`src/rtl/mem_responder.sv`:
```
// Word-organised data memory with valid/ready request and response handshakes and WAIT wait states.
// Optional feature: define MEM_ERRCHK_EN to reject misaligned and out-of-range addresses.
module mem_responder #(
    parameter int DEPTH = 64,
    parameter int WAIT  = 2
) (
    input  logic        clk,
    input  logic        reset,
    input  logic        req_valid,
    output logic        req_ready,
    input  logic        req_we,
    input  logic [31:0] req_addr,
    input  logic [31:0] req_wdata,
    output logic        rsp_valid,
    input  logic        rsp_ready,
    output logic [31:0] rsp_rdata,
    output logic        rsp_err
);

    localparam int         IDX_W    = $clog2(DEPTH);
    localparam logic [3:0] WAIT_CNT = 4'(WAIT);

    typedef enum logic [1:0] {
        ST_IDLE,
        ST_WAIT,
        ST_RESP
    } state_t;

    state_t            state_q, state_d;
    logic [3:0]        cnt_q, cnt_d;
    logic              we_q, we_d;
    logic [31:0]       addr_q, addr_d;
    logic [31:0]       wdata_q, wdata_d;
    logic [31:0]       rdata_q, rdata_d;
    logic [31:0]       mem [DEPTH];
    logic [IDX_W-1:0]  idx;
    logic              access;
    logic              addr_bad;
    logic              mem_wr;

    assign idx = addr_q[IDX_W+1:2];

`ifdef MEM_ERRCHK_EN
    logic err_q, err_d;

    assign addr_bad = (addr_q[1:0] != 2'b00) || (addr_q >= 32'(4 * DEPTH));
    assign rsp_err  = err_q;
`else
    logic unused_addr_bits;

    // Byte offset and bits above the index are don't-care: the index simply wraps.
    assign unused_addr_bits = ^{addr_q[31:IDX_W+2], addr_q[1:0]};
    assign addr_bad         = 1'b0;
    assign rsp_err          = 1'b0;
`endif

    // NOTE: every signal gets its default before the case so no path leaves one unassigned (no latches).
    always_comb begin
        state_d = state_q;
        cnt_d   = cnt_q;
        we_d    = we_q;
        addr_d  = addr_q;
        wdata_d = wdata_q;
        rdata_d = rdata_q;
        access  = 1'b0;
`ifdef MEM_ERRCHK_EN
        err_d   = err_q;
`endif
        case (state_q)
            ST_IDLE: begin
                if (req_valid) begin
                    we_d    = req_we;
                    addr_d  = req_addr;
                    wdata_d = req_wdata;
                    cnt_d   = WAIT_CNT;
                    state_d = ST_WAIT;
                end
            end
            ST_WAIT: begin
                if (cnt_q != 4'd0) begin
                    cnt_d = cnt_q - 4'd1;
                end else begin
                    access  = 1'b1;
                    rdata_d = (we_q || addr_bad) ? '0 : mem[idx];
`ifdef MEM_ERRCHK_EN
                    err_d   = addr_bad;
`endif
                    state_d = ST_RESP;
                end
            end
            ST_RESP: begin
                if (rsp_ready) begin
                    state_d = ST_IDLE;
                end
            end
            default: state_d = ST_IDLE;
        endcase
    end

    // The store commits on the same edge that moves into RESP, so a later load sees it.
    assign mem_wr = access && we_q && !addr_bad;

    // NOTE: state registers use non-blocking assignments so every flop samples pre-edge values.
    always_ff @(posedge clk or negedge reset) begin
        if (!reset) begin
            state_q <= ST_IDLE;
            cnt_q   <= 4'd0;
            we_q    <= 1'b0;
            addr_q  <= '0;
            wdata_q <= '0;
            rdata_q <= '0;
`ifdef MEM_ERRCHK_EN
            err_q   <= 1'b0;
`endif
        end else begin
            state_q <= state_d;
            cnt_q   <= cnt_d;
            we_q    <= we_d;
            addr_q  <= addr_d;
            wdata_q <= wdata_d;
            rdata_q <= rdata_d;
`ifdef MEM_ERRCHK_EN
            err_q   <= err_d;
`endif
        end
    end

    // NOTE: the array is deliberately not reset; committed words survive a reset pulse.
    always_ff @(posedge clk) begin
        if (mem_wr) begin
            mem[idx] <= wdata_q;
        end
    end

    assign req_ready = reset && (state_q == ST_IDLE);
    assign rsp_valid = (state_q == ST_RESP);
    assign rsp_rdata = rdata_q;

endmodule

```
`config.mk`:
```
export PLATFORM = sky130hd
export DESIGN_NAME = mem_responder
export DESIGN_NICKNAME = d
export VERILOG_FILES = /design/src/rtl/mem_responder.sv
export SDC_FILE = /design/constraint.sdc
export NUM_CORES = 2
export LEC_CHECK = 0
export CAP_MARGIN = 20
export CORE_MARGIN = 3
export CORE_UTILIZATION = 50
export DETAILED_ROUTE_END_ITERATION = 6
export DONT_BUFFER_PORTS = 1
export SLEW_MARGIN = 10
export SYNTH_ARGS = -nofsm -noshare
export SYNTH_HDL_FRONTEND = slang
export SYNTH_SLANG_ARGS = --single-unit
```
`constraint.sdc`:
```
create_clock -name clk -period 7.2 [get_ports clk]
set_clock_uncertainty 0.05 [all_clocks]
set_input_delay 0.72 -clock clk [delete_from_list [all_inputs] [get_ports clk]]
set_output_delay 0.72 -clock clk [all_outputs]
set_load 0.02 [all_outputs]
```
==> summary.txt <==
Floorplanning
  – Die area: 0.169 mm²
  – Initial Util: 50.7%
  – Height of the die: 411 µm
  – I/O pin count: 104
  – Core box area: 0.162 mm²
  – Row count: 147
  – Die width: 411 µm

STA
  – Final setup fails: 0
  – Final period util: 62.4%
  – Min Tclk post-route: 4.50 ns
  – Slew Viols, Final: 0
  – Worst slew pin tran: 1.14 ns
  – Final setup TNS: 0 ns
  – Fin. Hold Viols: 0
  – Unrepaired setup endpoints after global routing: false
  – Worst slew margin: 24.2%
  – Fmax: 222 MHz

Global route
  – Number of global-route vias before repair: 41,400
  – Largest net degree at the start of global routing: 135
  – Grt ovf: 0
  – First-pass GRT wire length: 297,000 µm
  – GRT Util Overall: 24.6%
  – Initial antenna violation count: 7

Worst setup path
  – CP endpoint kind: flop
  – CP max stage cell: nor2_4
  – Slowest stage delay, CP: 1.02 ns
  – Setup CP Type: flop to flop
  – WP data required: 7.62 ns
  – Top delay family on crit path: simple AND/OR/NAND/NOR gates
  – Crit path launch type: flop
  – WP buf/inv: 3
  – Critical path peak fanout: 38
  – Data arrival time of the worst path: 4.92 ns
  – Crit-path cells: inv_1 > ha_1 > nor3b_1 > nand2_2 > buf_4 > nor3b_1 > nand2_1 > nor2_4 > buf_4

CTS
  – TritonCTS clock tree: yes
  – CTS HTree Levels: 4
  – Root Driver: clkbuf_16
  – Sink Count: 2,125
  – CTS buffer count: 204
  – CTS Buffer Depth: 3
  – Clk Latency, worst-skew pair: 0.82 ns
  – Clk slew on worst S/H paths: 0.06 ns
  – Post-CTS setup buffer count: 0

Finish
  – Final Core Density: 56.7%
  – Layout Nets: 4,625
  – Layout cells sized above 1: 13.6%
  – Post-route cell area: 0.0917 mm²
  – Layout area overhead: 11.8%
  – Post-route insts no fill: 6,876

Flow run
  – Total of max-cap violations: 0

Placement
  – Placed Area: 0.0849 mm²
  – PortBufs: 0
  – Detail Placement HPWL: 106,000 µm
  – Placed insts: 6,459
  – Gpl congestion: 0.772

Run status
  – Outcome: complete, no violations

Synthesis
  – Cell taking the most area after synthesis: edfxtp_1
  – Cell with the most instances after synthesis: edfxtp_1
  – Top FF cell, synth: edfxtp_1
  – Cell Area, Synth: 0.0820 mm²
  – Cells after Synth: 4,435
  – FF+latch count, synth: 2,125
  – Top post-synthesis cells by area: edfxtp_1 (75%), mux2i_1 (10%), a22oi_1 (3.1%), dfrtp_1 (2.3%), mux4_2 (1.9%)
  – Mapped Nets: 4,506
  – Syn Area/Cell: 18.5 µm²
  – Post-synth EDFFs: 2,048
  – Post-synthesis sequential area ratio: 77.3%
  – Top cell type's share of synthesized area: 75.0%
  – Ys async rst share: 3.62%
  – Distinct cells, synth: 55
  – Synth cell count leaders: edfxtp_1 (2,048), mux2i_1 (855), a22oi_1 (334)
  – Synth warn: 0

Route
  – Routed len/inst: 30.2 µm
  – Final antenna-violating net count: 0
  – Drt drc: 0
  – Post-Route WL: 208,000 µm
  – Via count: 41,600
  – 1st-pass router iterations: 6
  – First-iteration detailed-routing DRC count: 5,003
  – Via density per instance: 6.04

Worst hold path
  – Worst Hold Class: input port to flop

Power
  – Worst VDD drop: 0.622 mV
  – Pwr Density: 404 mW/mm²
  – Static leakage power: 30.1 nW
-- through the flow --
stage | total power, mW | setup WS [ns] | hold slack, ns
floorplan | 23.0 | 3.64 | 0.374
global placement | 26.9 | 2.87 | 0.377
detailed placement | 27.1 | 2.76 | 0.376
CTS | 37.1 | 2.74 | 0.00828
global route | 38.3 | 2.56 | 0.0653
finish | 37.0 | 2.70 | 0.0757
-- registers in the layout (all words and copies together), names as in the netlist --
name / flops
we_q: 1
state_q: 2
cnt_q: 4
addr_q: 6
wdata_q: 32
mem: 2048
rsp_rdata: 32
-- placed cells by master, fill, tap and decap left out, drive strengths merged, types with 3 or more instances in the layout --
cell type       n
edfxtp       2048
mux2i         855
a22oi         334
clkbuf        267
nand2         154
buf           139
nand3         126
o21ai          97
clkinv         87
nor2           80
mux4           77
dfrtp          77
o22ai          66
a21oi          66
mux2           42
dlygate4sd3    41
a221oi         37
nor3           30
nand4          30
inv             7
bufinv          6
nor3b           6
diode           5
or2             4
nor2b           4
a211oi          3
a31oi           3
-- repair_timing --
item                                   4_1_cts  5_1_grt
hold buffers                                42        0
endpoints found under the hold margin      117        0
setup endpoints to repair                    0        0
resized for setup                            0        0
-- worst paths after layout --
kind | from | to | slack, ns | depth (start not counted)
max | cnt_q[0] | mem[59][7] | 2.70 | 9
min | req_valid | state_q[0] | 0.08 | 2
max reg2reg | cnt_q[0] | mem[59][7] | 2.70 | 9
min reg2reg | cnt_q[0] | cnt_q[0] | 0.45 | 1
max in group asynchronous | reset | rsp_rdata[16] | 6.22 | 2
min in group asynchronous | reset | rsp_rdata[21] | 0.38 | 2
-- cells by family after synthesis --
kind of cell / synth area share, %
flip-flops: 77.3
AO/OA/AOI/OAI: 5.11
AND/OR/NAND/NOR: 2.50
XOR/XNOR: 0.0214
adder cells (fa/ha/maj): 0.0305
multiplexers: 13.2
buffers and inverters: 1.82
other: 0.00457
-- area by class of cell --
cell class,instances,area (µm²)
repair buffers,180,1690
fillers,12200,70000
multi-input cells,2038,17600
clock buffers,267,5580
well taps,2160,2700
diodes,5,12.5
inverters,5,18.8
flip-flops and latches,2125,63500
clock inverters,96,619
-- power by group --
part           total, mW  switching (mW)  internal (mW)
sequential          16.3           0.707           15.6
clock               10.0            4.41           5.62
combinational       10.6            7.39           3.26
-- metal layers --
metal / GRT usage (%) / vias up / routed length [µm]
li1: - / 18100 / -
met1: 34.9 / 21600 / 87800
met2: 38.6 / 1528 / 97000
met3: 4.64 / 297 / 16000
met4: 8.09 / 2 / 6670
met5: 0 / - / 13
-- worst register-to-register path, delay by kind of cell (launching register included) --
family                     cells  cell delay, ns
and+or+nand+nor                5            2.65
buffers and inverters          3            0.86
adders and majority gates      1            0.15
DFF                            1            0.40
Note: power is estimated with default switching activity, not from simulation.
